`src/rtl/uart_tx_arbiter_if.sv`:
```
// Requester/transmitter-side signals of uart_tx_arbiter.
// master drives requests and tx_rdy; slave is the arbiter.
interface uart_tx_arbiter_if;
  logic [3:0]  req;
  logic [31:0] req_data;
  logic [3:0]  ack;
  logic [7:0]  tx_byte;
  logic        tx_fgo;
  logic        tx_rdy;

  modport master (
    output req, req_data, tx_rdy,
    input  ack, tx_byte, tx_fgo
  );

  modport slave (
    input  req, req_data, tx_rdy,
    output ack, tx_byte, tx_fgo
  );
endinterface

```
`src/rtl/uart_tx_arbiter.sv`:
```
// Round-robin arbiter sharing one uart_tx between four byte requesters.
// Launches the transmitter with a 1->0 pulse on tx_fgo and acks once it goes busy.
module uart_tx_arbiter #(
  parameter int unsigned TIMEOUT   = 16,
  parameter int unsigned CNT_WIDTH = 16
) (
  input  logic                 clk,
  input  logic                 reset,
  uart_tx_arbiter_if.slave     bus,
  output logic [1:0]           grant_id,
  output logic                 busy,
  output logic                 tx_err,
  output logic [CNT_WIDTH-1:0] tx_count
);

  localparam int unsigned TW = $clog2(TIMEOUT);

  typedef enum logic [1:0] {IDLE, ARM, LAUNCH, WAIT} state_t;

  state_t        state;
  logic [1:0]    ptr;
  logic [TW-1:0] tmo_cnt;
  logic [1:0]    pick;
  logic          pick_vld;

  // First pending requester at or after ptr, wrapping modulo 4.
  always_comb begin
    pick     = ptr;
    pick_vld = 1'b0;
    for (int unsigned i = 0; i < 4; i++) begin
      if (!pick_vld && bus.req[ptr + 2'(i)]) begin
        pick_vld = 1'b1;
        pick     = ptr + 2'(i);
      end
    end
  end

  always_ff @(posedge clk) begin
    if (reset) begin
      state       <= IDLE;
      ptr         <= '0;
      tmo_cnt     <= '0;
      grant_id    <= '0;
      busy        <= 1'b0;
      tx_err      <= 1'b0;
      tx_count    <= '0;
      bus.ack     <= '0;
      bus.tx_byte <= '0;
      bus.tx_fgo  <= 1'b0;
    end else begin
      bus.ack <= '0;
      tx_err  <= 1'b0;
      unique case (state)
        IDLE: begin
          if (bus.tx_rdy && pick_vld) begin
            grant_id    <= pick;
            bus.tx_byte <= bus.req_data[{pick, 3'b000} +: 8];
            bus.tx_fgo  <= 1'b1;
            busy        <= 1'b1;
            state       <= ARM;
          end
        end
        ARM: begin
          bus.tx_fgo <= 1'b0;
          tmo_cnt    <= '0;
          state      <= LAUNCH;
        end
        LAUNCH: begin
          if (!bus.tx_rdy) begin
            bus.ack[grant_id] <= 1'b1;
            tx_count          <= tx_count + CNT_WIDTH'(1);
            state             <= WAIT;
          end else if (tmo_cnt == TW'(TIMEOUT - 1)) begin
            // Abandoned grants still advance ptr so a dead requester cannot starve others.
            tx_err <= 1'b1;
            ptr    <= grant_id + 2'd1;
            busy   <= 1'b0;
            state  <= IDLE;
          end else begin
            tmo_cnt <= tmo_cnt + TW'(1);
          end
        end
        WAIT: begin
          if (bus.tx_rdy) begin
            ptr   <= grant_id + 2'd1;
            busy  <= 1'b0;
            state <= IDLE;
          end
        end
        default: state <= IDLE;
      endcase
    end
  end

endmodule

```
`src/flat_wrapper.sv`:
```
// flat-port wrapper written by rule: the top's interface ports become plain ports
module uart_tx_arbiter_flat 
#(
  parameter int unsigned TIMEOUT   = 16,
  parameter int unsigned CNT_WIDTH = 16
)
  (clk, reset, grant_id, busy, tx_err, tx_count, bus_req, bus_req_data, bus_tx_rdy, bus_ack, bus_tx_byte, bus_tx_fgo);
  uart_tx_arbiter_if bus_i ();
  input  logic clk;
  input  logic reset;
  output logic [1:0] grant_id;
  output logic busy;
  output logic tx_err;
  output logic [CNT_WIDTH-1:0] tx_count;
  input wire logic [$bits(bus_i.req)-1:0] bus_req;
  input wire logic [$bits(bus_i.req_data)-1:0] bus_req_data;
  input wire logic [$bits(bus_i.tx_rdy)-1:0] bus_tx_rdy;
  output wire logic [$bits(bus_i.ack)-1:0] bus_ack;
  output wire logic [$bits(bus_i.tx_byte)-1:0] bus_tx_byte;
  output wire logic [$bits(bus_i.tx_fgo)-1:0] bus_tx_fgo;
  assign bus_i.req = bus_req;
  assign bus_i.req_data = bus_req_data;
  assign bus_i.tx_rdy = bus_tx_rdy;
  assign bus_ack = bus_i.ack;
  assign bus_tx_byte = bus_i.tx_byte;
  assign bus_tx_fgo = bus_i.tx_fgo;
  uart_tx_arbiter #(.TIMEOUT(TIMEOUT), .CNT_WIDTH(CNT_WIDTH)) u_core (.clk(clk), .reset(reset), .bus(bus_i), .grant_id(grant_id), .busy(busy), .tx_err(tx_err), .tx_count(tx_count));
endmodule
```
`config.mk`:
```
export PLATFORM = sky130hd
export DESIGN_NAME = uart_tx_arbiter_flat
export DESIGN_NICKNAME = d
export VERILOG_FILES = /design/src/rtl/uart_tx_arbiter_if.sv /design/src/rtl/uart_tx_arbiter.sv /design/src/flat_wrapper.sv
export SDC_FILE = /design/constraint.sdc
export NUM_CORES = 1
export LEC_CHECK = 0
export BUFFER_PORTS_ARGS = -buffer_cell sky130_fd_sc_hd__buf_2
export CAP_MARGIN = 20
export CORE_MARGIN = 1
export CORE_UTILIZATION = 53
export DETAILED_ROUTE_END_ITERATION = 8
export PLACE_DENSITY_LB_ADDON = 0.05
export RECOVER_POWER = 50
export REMOVE_ABC_BUFFERS = 1
export SYNTH_ARGS = -nofsm -noshare
export SYNTH_HDL_FRONTEND = slang
export SYNTH_SLANG_ARGS = --single-unit
```
`constraint.sdc`:
```
create_clock -name clk -period 3.6 [get_ports clk]
set_input_delay 0.9 -clock clk [delete_from_list [all_inputs] [get_ports clk]]
set_output_delay 0.9 -clock clk [all_outputs]
set_load 0.01 [all_outputs]
```
== Word level (Yosys, flattened, before mapping) ==
Cells that the tools add are included.

* Input port bits: 39
* Memory bits (writable): 0
* Memories: 0
* Register bits: 41
* Output and inout port bits: 33
* Logic and storage cells: 93
* ROM bits: 0
* Latch bits: 0

* Bitwise gates (word level): 2
* Multipliers: 0
* Add/subtract/negate cells: 6
* $lt $le $gt $ge: 6
* Eq/ne operators: 10
* Shift operators: 1
* Mux-type cells: 36
* Reductions and logical operators: 22
* Divide/modulo/power cells: 0

{| class="wikitable"
|+ Operators with widths
! cell !! count
|-
| 32-bit by 6-bit variable part select with 8-bit output || 1
|-
| 2-bit two-way mux || 10
|-
| 16-bit by 1-bit adder with 16-bit output (second input constant) || 1
|-
| 2-bit by 3-bit less-than comparator with 1-bit output (second input constant) || 5
|-
| 1-bit two-way mux || 14
|-
| 1-bit binary-select mux with 2-bit select || 4
|-
| 4-bit two-way mux || 2
|-
| 2-bit one-hot mux with 4 select lines || 1
|-
| 4-bit one-hot mux with 2 select lines || 1
|-
| 2-bit != test (second input constant) || 3
|-
| 2-bit AND reduction || 3
|-
| 3-bit AND reduction || 2
|-
| 2-bit nonzero test || 3
|-
| 3-bit OR reduction || 2
|-
| 1-bit logical AND || 5
|-
| 5-bit AND reduction || 1
|-
| 2-bit by 1-bit adder with 2-bit output (second input constant) || 2
|-
| 2-bit adder (second input constant) || 2
|-
| 4-bit by 1-bit adder with 4-bit output (second input constant) || 1
|-
| 2-bit equality test (second input constant) || 2
|-
| 4-bit equality test (second input constant) || 1
|-
| 2-bit by 1-bit != test with 1-bit output (second input constant) || 2
|-
| 2-bit one-hot mux with 2 select lines || 1
|-
| 4-bit AND reduction || 1
|-
| other kinds (10) || 13
|}

== Depth between registers and ports, before layout ==
Gate-level depths: netlist (run 1).

* Depth in word-level cells: 15
* Mapped depth: 7
* Gate-level depth less buffers: 6

== Worst setup path after synthesis (run 1) ==
Ideal clock, no wire load.

* Path kind: input-to-reg
* Start point: input port bus_req[1]
* End point: register u_core.bus.tx_byte[4]
* Arrival time: 1.975 ns
* Stages: 6
* Slack: 1.487 ns
* Buffers on the path: 1
* Required time: 3.462 ns
* Library setup time: 0.138 ns
* Cells stage by stage: or2_1 -> o311ai_4 -> nor2_1 -> nand2b_1 -> clkbuf_1 -> o221ai_1

* Longest elaborated chain between the ends: 14
* Elaborated cells on any way between the ends: 24
* Those cells by class: shift: 1; mux: 15; reduce/logical: 8

{| class="wikitable"
|+ RTL lines
! element !! RTL line !! source
|-
| start: declaration || flat_wrapper.sv:15 || <nowiki>input wire logic [$bits(bus_i.req)-1:0] bus_req;</nowiki>
|-
| parallel branches: the longest is 14 deep, another holds 1-bit binary-select mux with 2-bit select || - ||
|-
| end signal: assignment || uart_tx_arbiter.sv:57 || <nowiki>bus.tx_byte <= bus.req_data[{pick, 3'b000} +: 8];</nowiki>
|-
| end: declaration || uart_tx_arbiter_if.sv:18 || <nowiki>output ack, tx_byte, tx_fgo</nowiki>
|}

Several ways; the timed one is not identified. The select of a mux whose other input is x is not followed.
A chain may end at the register's enable or synchronous reset.

==> metrics.txt, run 1 <==
Synth Area in XOR/XNOR 0.0708; commonest non-fill, non-tap cells in the layout buf_2, dfxtp_1, nor2_1; die area 3980 µm²; violations in the final reports capacitance limit, slew limit; pins over their slew limit 39; remaining global-route overflow 0; CTS tree done; Bufs on Longest Clock Path 2; routability-driven placement congestion ratio 0.767; layout cells sized above 1 0.226; DP Wirelength 2.85 mm; Detailed Routing Iterations Pass 1 4; post-synthesis adder-cell area fraction 0.0379; core box area 3470 µm²; area delta synth->final 22.4%; first-pass GRT wire length 6.58 mm; Buf+Inv Stages, Crit Path 1; Period Utilization, post-route 0.710; largest net degree at the start of global routing 39; Hold Fails Final Rpt 0; critical path class input port to register; row cnt 21; setup bufs post-CTS 0; n_diodes 0; num ports 72; vias in the first global route 1,520; TritonCTS buffer count 5; average routed wire per standard cell 12.2 µm; post-synthesis simple-gate area fraction 0.240; Worst VDD drop 262 µV; initial antenna violation count 0; Finish-stage setup viols 0; status finished, violations left; Worst Tran Pin Value 1.59 ns; post-synthesis mux area share 0.106; Worst-path clk slew 0.08 ns; IO buf count 71; worst path required time 3.75 ns; Min Clock Period, post-route 2.56 ns; placed cell area 2350 µm²; Die Y 63.1 µm; relative slew slack -0.0595; Distinct cells, synth 36; Worst-Skew Late Latency 0.28 ns; GRT Util Overall 0.206; Syn Inst Count 207; Worst path max stage delay 1.12 ns; Total Wirelength 3.96 mm; Residual DRC 0; hold_ws 0.454 ns; vias per inst 5.20; Critical Path Slowest Stage Cell clkbuf_1; sequential element share of the synthesized area 0.415; Design Area, Final 2420 µm²; clk root buf clkbuf_8; crit-path leading delay family buffers and inverters; CTS H-tree lvls 2; Pleak 1.04 nW; pwr/cell area 383 nW/µm²; Fin Clk Skew 0.00374 ns; Layout fillers 339; Post-Route Setup TNS 0 ns; Data arrival, critical path 2.71 ns; Final ANT Viol Nets 0; clk sinks 41; Post-CTS Hold Fix Bufs 0; RSZ-0062 raised after global routing no; total power 0.927 mW; Nets 323; crit-path cells clkbuf_1 -> nor2_1 -> nand2_1 -> o221ai_1; Compound-Gate Fraction of Synth Area 0.0942; post-synthesis register bit count 41; Post-CTS Resized 0; worst min-delay path category register to register; 1st-iter DRT viols 98; max_cap viols 1; Worst Path Max Fanout 38; mapped cell area 1980 µm²; Avg Cell Area, Syn 9.56 µm²; dpl cells 317; crit end category register; Initial Util 0.571; fin cells 325; Via Count 1,690; Critical Path Start Type input port; YS warnings 0; commonest non-fill, non-tap cell in the layout buf_2; die extent in x 63.1 µm; main combinational cell family by area after synthesis simple AND/OR/NAND/NOR gates; Max Freq 391 MHz
cell type report:
class | instances | area [µm²] | share of cell area
sequential | 41 | 821 | 0.339
multi-input combinational | 153 | 1090 | 0.448
clock inverter | 1 | 5.00 | 0.00207
inverter | 4 | 15.0 | 0.00620
tap | 46 | 57.6 | 0.0237
timing repair buffer | 73 | 343 | 0.141
clock buffer | 7 | 96.3 | 0.0398
path summary, 6_finish.rpt:
| check | startpoint | to | slack, ns | cells after the start |
|---|---|---|---|---|
| setup / recovery | reset | u_core.bus.tx_byte[7] | 1.04 | 4 |
| hold / removal | u_core.bus.tx_fgo | u_core.bus.tx_fgo | 0.45 | 2 |
| setup reg to reg | u_core.ptr[0] | u_core.bus.tx_byte[7] | 1.91 | 6 |
| hold reg to reg | u_core.bus.tx_fgo | u_core.bus.tx_fgo | 0.45 | 2 |
through the flow:
step | utilization | setup WS [ns]
global placement | 0.677 | 1.34
global route | 0.699 | 0.839
finish | 0.699 | 1.04
detailed placement | 0.677 | 1.25
CTS | 0.707 | 1.57
floorplan | - | 1.26
sequential cells by signal (all words and copies together), names as in the netlist:
signal	cells
u_core.bus.ack	4
u_core.bus.tx_byte	8
u_core.bus.tx_fgo	1
u_core.busy	1
u_core.grant_id	2
u_core.ptr	2
u_core.state	2
u_core.tmo_cnt	4
u_core.tx_count	16
u_core.tx_err	1
synthesized netlist by cell type (all sizes together):
cell / instances / share of area
clkbuf: 7 / 0.013
nand2b: 5 / 0.016
nor3b: 2 / 0.0076
a21oi: 5 / 0.013
nor2b: 4 / 0.014
and2: 4 / 0.013
and3: 5 / 0.016
o2111ai: 1 / 0.0044
o21ai: 4 / 0.010
ha: 6 / 0.038
a21boi: 1 / 0.0038
nand3b: 10 / 0.038
nor3: 4 / 0.010
o221a: 1 / 0.0057
o221ai: 8 / 0.035
and4: 2 / 0.0089
mux2i: 21 / 0.11
a211oi: 1 / 0.0038
xnor2: 6 / 0.027
nand2: 9 / 0.017
or2: 1 / 0.0032
o211a: 1 / 0.0051
nand4: 3 / 0.0095
and4bb: 1 / 0.0063
o311ai: 1 / 0.013
buf: 2 / 0.016
nand3: 6 / 0.015
inv: 4 / 0.0076
nor2: 28 / 0.053
nor4: 1 / 0.0063
or3: 2 / 0.0063
dfxtp: 41 / 0.41
xor2: 10 / 0.044
worst min-delay path: stages (launching register included):
cell and delay (ns):
dfxtp_1 0.31, nand2_1 0.05, a21oi_1 0.05
metal layers:
| metal | wire (µm) | global-route usage |
|---|---|---|
| met5 | 0 | 0 |
| met4 | 12 | 0.0436 |
| met3 | 205 | 0.0670 |
| met2 | 1860 | 0.359 |
| met1 | 1880 | 0.244 |
cells by family after synthesis:
| family | after synthesis |
|---|---|
| compound gates | 23 |
| simple gates | 87 |
| flops | 41 |
| xor+xnor | 16 |
| mux | 21 |
| fa+ha+maj | 6 |
| buf+inv | 13 |
power breakdown:
group	total (mW)	leakage [nW]	internal (mW)	switching, mW
Sequential	0.482	0.333	0.470	0.0127
Combinational	0.119	0.650	0.0560	0.0627
Clock	0.326	0.0542	0.173	0.153
Total	0.927	1.04	0.699	0.228
(Power assumes the default switching activity.)
==> inputs of run 2 (changes only) <==
ABC_AREA = 1   (was not set)
CORE_UTILIZATION = 52   (was 53)
clock period = 2.4 ns   (was 3.6 ns; I/O delays follow)
==> run 2 against run 1 <==
  * The flow finishes with violations (DRC)
  * First-iteration DRC count increased by 18%
  * Hold slack improved by 0.020 ns
  * Routed wire length increased by 42%
  * Non-clock buffer count increased by 2
  * Largest cell class unchanged
==> metrics.txt, run 2 <==
Die Y 71.3 µm (+13%); vias in the first global route 2,368 (+56%); clk sinks 41 (unchanged); Syn Inst Count 372 (+80%); Worst-path clk slew 0.07 ns (about the same); Avg Cell Area, Syn 6.70 µm² (-30%); Final ANT Viol Nets 0 (unchanged); Critical Path Start Type register; first-pass GRT wire length 9.86 mm (+50%); Detailed Routing Iterations Pass 1 6 (+2); Period Utilization, post-route 0.878; Initial Util 0.557 (-0.0134); post-synth top area cell dfxtp_1; Total Wirelength 5.61 mm (+42%); largest net degree at the start of global routing 18 (-54%); n_diodes 0 (unchanged); mapped cell area 2490 µm² (+26%); top cell type's share of synthesized area 0.329 (-0.0855); Max Freq 475 MHz; Worst Path Max Fanout 6 (-84%); post-synthesis register bit count 41 (unchanged); worst path required time 2.59 ns (-1.16 ns); CTS tree done; final setup margin 0.294 ns (-0.749 ns); status finished, violations left; count leader, synth nand2_1; area delta synth->final 18.7%; fin cells 498 (+53%); Worst VDD drop 510 µV (+95%); initial antenna violation count 0 (unchanged); max_cap viols 0 (-1); YS warnings 0 (unchanged); synth top area cells dfxtp_1, nand2_1, nand3_1; sequential element share of the synthesized area 0.329 (-0.0855); Fin Clk Skew 0.00627 ns (+0.00253 ns); pwr/cell area 733 nW/µm² (+92%); Post-Route Setup TNS 0 ns (unchanged); average routed wire per standard cell 11.3 µm (-7.5%); Residual DRC 2 (+2); GRT Util Overall 0.240 (+0.0336); die area 5080 µm² (+27%); 1st-iter DRT viols 116 (+18%); pins over their slew limit 0 (-100%); post-layout util 0.662 (-0.0371); num ports 72 (unchanged); max FFs per register 16 (unchanged); worst min-delay path category register to register; Worst-Skew Late Latency 0.29 ns (about the same); top flop regs u_core.tx_count (16), u_core.bus.tx_byte (8); Finish-stage setup viols 0 (unchanged); core box area 4470 µm² (+29%); Bufs on Longest Clock Path 2 (unchanged); vias per inst 5.04 (-3.0%); Place WS 0.238 ns (-1.01 ns); Post-CTS Resized 0 (unchanged); commonest non-fill, non-tap cells in the layout nand2_1, inv_1, dfxtp_1; number of synthesized flops with an enable pin 0 (unchanged); routability-driven placement congestion ratio 0.820 (+7.0%); Distinct cells, synth 33 (-8.3%); CTS H-tree lvls 2 (unchanged); worst reg2reg path depth 10 (+4); Worst Tran Pin Value 0.572 ns (-1.02 ns); Pleak 1.42 nW (+37%); critical path class register to register; violations in the final reports DRC; ys flop type dfxtp_1; commonest non-fill, non-tap cell in the layout nand2_1; RSZ-0062 raised after global routing no; setup bufs post-CTS 0 (unchanged); die extent in x 71.3 µm (+13%); dpl cells 490 (+55%); Min Clock Period, post-route 2.11 ns; Post-CTS Hold Fix Bufs 0 (unchanged); Nets 490 (+52%); Top reg by flops u_core.tx_count; relative slew slack 0.619 (+0.678); layout cells sized above 1 0.206 (-0.0195); top cells by count, synth nand2_1, inv_1, dfxtp_1; Data arrival, critical path 2.30 ns (-0.41 ns); crit end category register; clk root buf clkbuf_8; remaining global-route overflow 0 (unchanged); TritonCTS buffer count 5 (unchanged); IO buf count 71 (unchanged); DP Wirelength 4.16 mm (+46%); Via Count 2,512 (+49%); Hold Fails Final Rpt 0 (unchanged); asr flop ratio synth 0 (unchanged); row cnt 24 (+14%); hold path cells 2 (unchanged)
run 2: layout make-up:
class                           instances  area [µm²]
Multi-Input combinational cell        274        1420
Clock inverter                          3        65.1
Tap cell                               52        65.1
Clock buffer                            5        68.8
Sequential cell                        41         821
Fill cell                             441        1510
Inverter                               48         183
Timing Repair Buffer                   75         342
run 2: kinds of logic after synthesis:
kind of cell / after synthesis / synth area share
xor gates and xnor gates: 3 / 0.0105
DFF: 41 / 0.329
and+or+nand+nor: 223 / 0.433
adders and majority gates: 6 / 0.0301
AOI/OAI and AO/OA: 42 / 0.0963
buffers and inverters: 57 / 0.101
run 2: per-stage QoR:
stage | hold WS (ns) | cell area, µm² | power (mW)
6_report | 0.474 | 2960 | 2.17
5_1_grt | 0.499 | 2960 | 2.32
4_1_cts | 0.473 | 3010 | 2.20
3_5_place_dp | 0.457 | 2880 | 1.54
3_3_place_gp | 0.452 | 2880 | 1.53
2_1_floorplan | 0.450 | 2420 | 1.34
run 2: report_power, final:
part	internal, mW	switching [mW]	total [mW]
sequential	0.743	0.0503	0.793
combinational	0.252	0.476	0.728
clock	0.413	0.235	0.648
run 2: path summary, 6_finish.rpt:
kind | end | slack, ns | from
setup reg to reg | u_core.tx_count[14] | 0.29 | u_core.state[1]
hold reg to reg | u_core.tx_count[15] | 0.47 | u_core.tx_count[15]
hold / removal | u_core.tx_count[15] | 0.47 | u_core.tx_count[15]
setup / recovery | u_core.tx_count[14] | 0.29 | u_core.state[1]
run 2: critical path, stage by stage (launching register included):
cell      delay, ns
dfxtp_1        0.40
inv_2          0.06
nor2_1         0.21
nand2_1        0.21
nor2_1         0.22
nand2_1        0.13
nor2_1         0.14
nand2_1        0.11
nor2_1         0.19
a31oi_1        0.12
a211oi_1       0.22
run 2: routing by layer:
| metal | up-vias | part of all wire | wire length, µm | track usage |
|---|---|---|---|---|
| met5 | - | 0 | 0 | 0 |
| met4 | 0 | 0.011 | 61 | 0.0689 |
| met3 | 6 | 0.041 | 232 | 0.0520 |
| met2 | 57 | 0.49 | 2750 | 0.418 |
| met1 | 1132 | 0.46 | 2570 | 0.297 |
| li1 | 1317 | - | - | - |
